### config.mk
export PLATFORM = sky130hd
export DESIGN_NAME = dm_port_arbiter
export DESIGN_NICKNAME = d
export VERILOG_FILES = /design/src/rtl/dm_port_arbiter.sv
export SDC_FILE = /design/constraint.sdc
export NUM_CORES = 1
export LEC_CHECK = 0
export CAP_MARGIN = 20
export CORE_MARGIN = 2
export CORE_UTILIZATION = 42
export DETAILED_ROUTE_END_ITERATION = 10
export GPL_ROUTABILITY_DRIVEN = 0
export MAX_ROUTING_LAYER = met4
export PLACE_DENSITY = 0.88
export RECOVER_POWER = 25
export REMOVE_ABC_BUFFERS = 1
export SYNTH_ARGS = -nofsm -noshare
export SYNTH_HDL_FRONTEND = slang
export SYNTH_SLANG_ARGS = --single-unit
### constraint.sdc
create_clock -name clk -period 2.15 [get_ports clk]
set_clock_uncertainty 0.05 [all_clocks]
set_input_delay 0.645 -clock clk [delete_from_list [all_inputs] [get_ports clk]]
set_output_delay 0.645 -clock clk [all_outputs]
set_load 0.05 [all_outputs]
### src/rtl/dm_port_arbiter.sv
// Two-requester arbiter for the byte-enabled data-memory port: grant, one-cycle issue,
// read-latency wait, response. Define DM_ARB_STAT_EN to add grant/conflict statistics counters.
module dm_port_arbiter #(
    parameter int READ_LAT = 1,
    parameter int RR_EN    = 1
) (
    input  logic        clk,
    input  logic        reset,
    input  logic        c_req,
    input  logic [31:0] c_addr,
    input  logic [31:0] c_wdata,
    input  logic [3:0]  c_byteen,
    output logic        c_gnt,
    output logic        c_rvalid,
    output logic [31:0] c_rdata,
    input  logic        d_req,
    input  logic [31:0] d_addr,
    input  logic [31:0] d_wdata,
    input  logic [3:0]  d_byteen,
    output logic        d_gnt,
    output logic        d_rvalid,
    output logic [31:0] d_rdata,
    output logic [31:0] m_data_addr,
    output logic [31:0] m_data_wdata,
    output logic [3:0]  m_data_byteen,
    output logic        m_data_rd,
    input  logic [31:0] m_data_rdata,
`ifdef DM_ARB_STAT_EN
    output logic [31:0] stat_c_grants,
    output logic [31:0] stat_d_grants,
    output logic [31:0] stat_conflicts,
`endif
    output logic        busy
);

    typedef enum logic [1:0] {IDLE, ISSUE, WAIT, RESP} state_t;

    localparam logic       OWN_C = 1'b0;
    localparam logic       OWN_D = 1'b1;
    localparam logic [2:0] LAT   = 3'(READ_LAT);

    state_t      state_q, state_d;
    logic        owner_q, owner_d;
    logic        last_owner_q, last_owner_d;
    logic [31:0] addr_q, addr_d;
    logic [31:0] wdata_q, wdata_d;
    logic [3:0]  byteen_q, byteen_d;
    logic [2:0]  cnt_q, cnt_d;
    logic [31:0] c_rdata_q, c_rdata_d;
    logic [31:0] d_rdata_q, d_rdata_d;
    logic        grant_c, grant_d;
    logic        issue;

    // Grants are gated by reset so nothing is handed out while the port is held in reset.
    always_comb begin
        grant_c = 1'b0;
        grant_d = 1'b0;
        if (state_q == IDLE && reset) begin
            if (c_req && d_req) begin
                if (RR_EN != 0 && last_owner_q == OWN_C) grant_d = 1'b1;
                else                                     grant_c = 1'b1;
            end else if (c_req) begin
                grant_c = 1'b1;
            end else if (d_req) begin
                grant_d = 1'b1;
            end
        end
    end

    always_comb begin
        state_d      = state_q;
        owner_d      = owner_q;
        last_owner_d = last_owner_q;
        addr_d       = addr_q;
        wdata_d      = wdata_q;
        byteen_d     = byteen_q;
        cnt_d        = cnt_q;
        c_rdata_d    = c_rdata_q;
        d_rdata_d    = d_rdata_q;
        case (state_q)
            IDLE: begin
                if (grant_c || grant_d) begin
                    owner_d      = grant_d ? OWN_D : OWN_C;
                    last_owner_d = grant_d ? OWN_D : OWN_C;
                    addr_d       = grant_d ? d_addr   : c_addr;
                    wdata_d      = grant_d ? d_wdata  : c_wdata;
                    byteen_d     = grant_d ? d_byteen : c_byteen;
                    state_d      = ISSUE;
                end
            end
            ISSUE: begin
                if (byteen_q == 4'b0000) begin
                    state_d = WAIT;
                    cnt_d   = LAT;
                end else begin
                    state_d = IDLE;
                end
            end
            WAIT: begin
                // Memory data is valid in the cycle the counter reads 1.
                if (cnt_q <= 3'd1) begin
                    if (owner_q == OWN_D) d_rdata_d = m_data_rdata;
                    else                  c_rdata_d = m_data_rdata;
                    cnt_d   = 3'd0;
                    state_d = RESP;
                end else begin
                    cnt_d = cnt_q - 3'd1;
                end
            end
            RESP:    state_d = IDLE;
            default: state_d = IDLE;
        endcase
    end

    always_ff @(posedge clk or negedge reset) begin
        if (!reset) begin
            state_q      <= IDLE;
            owner_q      <= OWN_C;
            last_owner_q <= OWN_D;
            addr_q       <= '0;
            wdata_q      <= '0;
            byteen_q     <= '0;
            cnt_q        <= '0;
            c_rdata_q    <= '0;
            d_rdata_q    <= '0;
        end else begin
            state_q      <= state_d;
            owner_q      <= owner_d;
            last_owner_q <= last_owner_d;
            addr_q       <= addr_d;
            wdata_q      <= wdata_d;
            byteen_q     <= byteen_d;
            cnt_q        <= cnt_d;
            c_rdata_q    <= c_rdata_d;
            d_rdata_q    <= d_rdata_d;
        end
    end

    assign issue         = (state_q == ISSUE);
    assign m_data_addr   = issue ? addr_q   : 32'd0;
    assign m_data_wdata  = issue ? wdata_q  : 32'd0;
    assign m_data_byteen = issue ? byteen_q : 4'd0;
    assign m_data_rd     = issue && (byteen_q == 4'b0000);
    assign c_gnt         = grant_c;
    assign d_gnt         = grant_d;
    assign c_rvalid      = (state_q == RESP) && (owner_q == OWN_C);
    assign d_rvalid      = (state_q == RESP) && (owner_q == OWN_D);
    assign c_rdata       = c_rdata_q;
    assign d_rdata       = d_rdata_q;
    assign busy          = (state_q != IDLE);

`ifdef DM_ARB_STAT_EN
    logic [31:0] stat_c_q, stat_c_d;
    logic [31:0] stat_d_q, stat_d_d;
    logic [31:0] stat_x_q, stat_x_d;

    // Every cycle with both requests pending is a conflict, since at most one is ever granted.
    always_comb begin
        stat_c_d = stat_c_q + 32'(grant_c);
        stat_d_d = stat_d_q + 32'(grant_d);
        stat_x_d = stat_x_q + 32'(c_req && d_req);
    end

    always_ff @(posedge clk or negedge reset) begin
        if (!reset) begin
            stat_c_q <= '0;
            stat_d_q <= '0;
            stat_x_q <= '0;
        end else begin
            stat_c_q <= stat_c_d;
            stat_d_q <= stat_d_d;
            stat_x_q <= stat_x_d;
        end
    end

    assign stat_c_grants  = stat_c_q;
    assign stat_d_grants  = stat_d_q;
    assign stat_conflicts = stat_x_q;
`endif

endmodule

==> out/qor.csv, run 1 <==
metric,value,unit
Pre-antenna DRT Iters,5,
syn_area_per_cell,10.40,µm²
I/O Buffers,309,
per-cell routed wire length,20.49,µm
I/O pin count,310,
Synth Area in Adders,0.3703,%
"Setup violations, final",71,
routed wl met2,12.26,mm
synth unique cells,37,
Total Wirelength,24.20,mm
max_cap viols,0,
CTS tree,done,
die area,17120,µm²
cell area after synthesis,6758,µm²
PD cells,1418,nW/µm²
biggest area consumer among synthesized cells,dfrtp_1,
startpoint class of the critical path,flop,
Synth Area in Compound Gates,17.74,%
ANT nets after route,0,
Hold Path Class,flop to flop,
"Period Utilization, post-route",111.3,%
Tmin final,2392,ps
"commonest cells after routing, fill and taps aside","170 x clkdlybuf4s50_1, 138 x dfrtp_1, 84 x buf_12",
clk sinks,139,
M1 wire length,9.279,mm
global-route wire length before repair,35.52,mm
P&R area growth vs syn,73.89,%
post-synthesis simple-gate area fraction,13.81,%
Ys Warns,0,
antenna violations before repair,0,
RSZ-0062 raised after global routing,yes,
clock latency on the worst-skew pair,410,ps
Min Hold Slack,458.8,ps
Root Buffer,clkbuf_16,
highest routed layer,met4,
Final WS setup,-242.5,ps
"FF+latch count, synth",139,
die height,130.8,µm
Post-Layout Cell Count,1181,
maximum VDD drop,773.0,µV
placed cell area,10730,µm²
vias in the first global route,6645,
GRT Total Usage,27.91,%
routed vias,6594,
"Reg clk slew, reported paths",60,ps
Inserted Clock Buffers,17,
CP Capture Type,primary output,
share of the synthesized area in the top cell type,51.10,%
ranking of synthesized cells by area,"dfrtp_1 51%, mux2_2 7.0%, and2_1 6.5%",
crit path DAT,1700,ps
outcome,"complete, but fails checks",
clock buffer depth,2,
Final Cell Area,11750,µm²
WS Path Type,flop to primary output,
mux contribution to synthesized area,11.78,%
sequential element share of the synthesized area,51.49,%
Antenna diodes,0,
placement row count,46,
CP max FO,6,
DP Wirelength,15.95,mm
nets,1126,
initial core utilization,42.70,%
dpl cells,1135,
"Data required, critical path",1450,ps
routed vias/inst,5.583,
total congestion overflow,0,
core area,15830,µm²
worst slew pin tran,1310,ps
"commonest non-fill, non-tap cell in the layout",clkdlybuf4s50_1,
Leak,4.915,nW
XOR/XNOR Fraction of Synth Area,0,%
H-tree levels,4,
fmax,418.0,MHz
share of layout cells above drive strength 1,36.79,%
"Slew Viols, Final",0,
WL met3,1.980,mm
largest net degree at the start of global routing,140,
Fin. Hold Viols,0,
DRT iter0 DRCs,380,
Slew HR,12.67,%
failing checks,negative setup slack,
hold_buf cts,0,
Die X,130.8,µm
Setup TNS,-15620,ps
main combinational cell family by area after synthesis,compound AO/OA/AOI/OAI gates,
Mapped Cells,650,
DRC,0,
kinds of logic after synthesis:
kind of cell | Yosys count
flip-flops | 139
AO/OA/AOI/OAI | 216
adder cells (fa/ha/maj) | 2
multiplexers | 64
buffers and inverters | 71
AND/OR/NAND/NOR | 158
layer usage:
| metal | vias to the layer above | track usage (%) |
|---|---|---|
| li1 | 2972 | - |
| met1 | 3244 | 32.12 |
| met2 | 333 | 46.81 |
| met3 | 45 | 7.492 |
| met4 | 0 | 10.64 |
| met5 | - | - |
synthesized netlist by cell type (all sizes together):
cell / count
ha: 2
nor3b: 1
nand2b: 2
mux2: 64
buf: 27
o32ai: 1
a21oi: 69
or4: 2
o21ai: 70
clkbuf: 39
nand3: 68
o22a: 1
nand4: 1
dfrtp: 138
a21bo: 1
nor2: 4
o221ai: 1
dfstp: 1
nor4b: 1
a31oi: 68
and2b: 2
o21bai: 1
and2: 70
a21o: 3
or2: 2
inv: 5
a21boi: 1
and3: 1
or3b: 1
nand2: 3
layout make-up:
type / instances / area, µm²
Clock inverter: 15 / 182.7
Timing Repair Buffer: 349 / 4198
Multi-Input combinational cell: 440 / 3177
Inverter: 5 / 18.77
Fill cell: 996 / 4076
Tap cell: 216 / 270.3
Sequential cell: 139 / 3480
Clock buffer: 17 / 425.4
sequential cells by signal, summed over array words and instances, names as in the netlist, named ones only:
| name | flops |
|---|---|
| addr_q | 32 |
| d_rdata | 32 |
| c_rdata | 32 |
| wdata_q | 32 |
| state_q | 1 |
| cnt_q | 3 |
| byteen_q | 4 |
| owner_q | 1 |
| last_owner_q | 1 |
timing repair:
action / 4_1_cts / 5_1_grt
endpoints found under the hold margin: 0 / 0
cloned: 1 / 6
gates resized for setup: 67 / 21
endpoints found under the setup margin: 75 / 73
pin swaps: 6 / 13
setup buffers: 3 / 4
worst paths after layout:
check / cells past startpoint / start / slack [ps] / endpoint
setup / recovery: 4 / flop / -240 / d_gnt
hold / removal: 1 / d_rdata[0] / 460 / d_rdata[0]
setup reg to reg: 6 / flop / 160 / wdata_q[29]
hold reg to reg: 1 / d_rdata[0] / 460 / d_rdata[0]
max in group asynchronous: 3 / reset / 430 / addr_q[2]
min in group asynchronous: 3 / reset / 690 / c_rdata[7]
worst max-delay path: stages (launching register included):
cell	delay, ps
dfrtp_1	390
buf_4	160
or3b_4	420
nor2_4	160
buf_12	150
metrics by stage:
| stage | total power (W) | utilization [%] | setup slack, ps |
|---|---|---|---|
| global route | 0.01734 | 74.25 | -286.2 |
| CTS | 0.01640 | 72.99 | -263.9 |
| detailed placement | 0.01300 | 67.80 | -248.7 |
| floorplan | 0.009265 | - | -4174 |
| global placement | 0.01274 | 67.80 | -215.9 |
| finish | 0.01666 | 74.25 | -242.5 |
power by group:
group	total (W)	switching (W)	internal, W
clock network	0.00305	0.00128	0.00176
registers	0.00439	0.000685	0.00370
logic	0.00922	0.00533	0.00390
total	0.0167	0.00730	0.00936
(Power assumes the default switching activity.)
==> run 2, diff against run 1 <==
--- a/config.mk
+++ b/config.mk
@@ -6,12 +6,14 @@
 export NUM_CORES = 1
 export LEC_CHECK = 0
 export CAP_MARGIN = 20
+export CELL_PAD_IN_SITES_DETAIL_PLACEMENT = 1
+export CELL_PAD_IN_SITES_GLOBAL_PLACEMENT = 1
 export CORE_MARGIN = 2
-export CORE_UTILIZATION = 42
+export CORE_UTILIZATION = 25
 export DETAILED_ROUTE_END_ITERATION = 10
 export GPL_ROUTABILITY_DRIVEN = 0
 export MAX_ROUTING_LAYER = met4
-export PLACE_DENSITY = 0.88
+export PLACE_DENSITY = 0.75
 export RECOVER_POWER = 25
 export REMOVE_ABC_BUFFERS = 1
 export SYNTH_ARGS = -nofsm -noshare
==> out/qor.csv, run 2 (synthesized netlist as in run 1, its figures left out) <==
metric,value,unit
Multi-input gate area,3183,µm²
fillers,2864,
DRC,0,
outcome,"complete, but fails checks",
worst slew pin tran,1328,ps
clock latency on the worst-skew pair,410,ps
Root Buffer,clkbuf_16,
placement row count,60,
CP Capture Type,primary output,
total power,0.01700,W
P&R area growth vs syn,77.84,%
Tmin final,2364,ps
dpl cells,1271,
"worst slack, placed",-400.4,ps
WL met3,2.219,mm
die area,28360,µm²
Final WS setup,-213.7,ps
fmax,423.1,MHz
DRT iter0 DRCs,351,
Die X,168.4,µm
routed vias/inst,4.952,
GRT Total Usage,20.03,%
"Reg clk slew, reported paths",70,ps
nets,1135,
global-route wire length before repair,42.54,mm
final core occ,44.97,%
die height,168.4,µm
Setup TNS,-13210,ps
startpoint class of the critical path,flop,
Inserted Clock Buffers,17,
DP Wirelength,18.92,mm
Slew HR,11.50,%
clock buffer depth,2,
"Slew Viols, Final",0,
maximum VDD drop,590.7,µV
Hold Path Class,flop to flop,
share of layout cells above drive strength 1,37.51,%
FF/Latch Area,3480,µm²
Post-Layout Cell Count,1314,
Antenna diodes,0,
largest net degree at the start of global routing,140,
total congestion overflow,0,
HP Start,d_rdata[7],
initial core utilization,25.29,%
I/O pin count,310,
CTS tree,done,
PD cells,1414,nW/µm²
"Period Utilization, post-route",109.9,%
M1 wire length,11.12,mm
routed vias,6507,
Leak,4.990,nW
"commonest non-fill, non-tap cell in the layout",clkdlybuf4s50_1,
ANT nets after route,0,
routed wl met2,13.81,mm
failing checks,negative setup slack,
"commonest cells after routing, fill and taps aside","168 x clkdlybuf4s50_1, 138 x dfrtp_1, 93 x buf_4",
Total Wirelength,27.52,mm
WS Path Type,flop to primary output,
crit path DAT,1670,ps
Pre-antenna DRT Iters,6,
antenna violations before repair,0,
max_cap viols,0,
H-tree levels,4,
"Setup violations, final",71,
RSZ-0062 raised after global routing,yes,
vias in the first global route,7070,
"Data required, critical path",1450,ps
Fin. Hold Viols,0,
CP max FO,16,
I/O Buffers,309,
core area,26730,µm²
per-cell routed wire length,20.94,µm
highest routed layer,met4,
clk sinks,139,
==> run 2: cell types whose count changed in the layout (fill, tap and decap cells not counted), moves of 2 or more <==
cell	change
dlygate4sd2_1	-3
bufinv_16	+2
clkdlybuf4s50_1	-2
buf_16	+2
dlymetal6s2s_1	+2
buf_6	-2
clkbuf_16	-4
buf_12	+3
buf_4	+12
==> run 2: power by group <==
part           total (W)  internal (W)  switching [W]
clock            0.00326       0.00197        0.00129
sequential       0.00441       0.00370       0.000706
combinational    0.00933       0.00395        0.00538
total             0.0170       0.00963        0.00737
==> run 2: metrics by stage <==
stage / area, µm² / hold slack (ps)
3_5_place_dp: 10990 / 441.7
5_1_grt: 12020 / 469.3
6_report: 12020 / 457.1
3_3_place_gp: 10990 / 426.6
4_1_cts: 12010 / 456.8
2_1_floorplan: 6451 / 299.4
==> run 2: path summary, 6_finish.rpt <==
path                                    endpoint  slack [ps]  cells after the start
worst min register to register        d_rdata[7]         460                      1
worst min-delay path                  d_rdata[7]         460                      1
worst max register to register        wdata_q[2]          70                      6
worst max-delay path            m_data_wdata[16]        -210                      5
max in group asynchronous             addr_q[16]         370                      3
min in group asynchronous            byteen_q[3]         770                      3
==> run 2: layer usage <==
layer	vias up	global-route usage, %
li1	2971	-
met1	3264	23.03
met2	250	33.94
met3	22	6.347
met4	0	5.060
met5	-	-
==> run 2: cell type report <==
cell class | count | area share (%)
inverter | 5 | 0.1562
clock inverter | 14 | 1.749
tap | 341 | 3.550
sequential | 139 | 28.95
multi-input combinational | 440 | 26.49
timing repair buffer | 358 | 35.56
clock buffer | 17 | 3.540
==> run 2: worst max-delay path: stages (launching register included) <==
cell     delay, ps
dfrtp_1        370
and2b_4        270
buf_12         150
buf_16         160
and2_4         160
buf_12         130
==> run 2: timing repair <==
| action | CTS | global route |
|---|---|---|
| hold buffers | 0 | 0 |
| setup buffers | 6 | 3 |
| gates resized for setup | 92 | 4 |
| cloned | 3 | 0 |
| pin swaps | 17 | 11 |
| setup endpoints to repair | 72 | 111 |
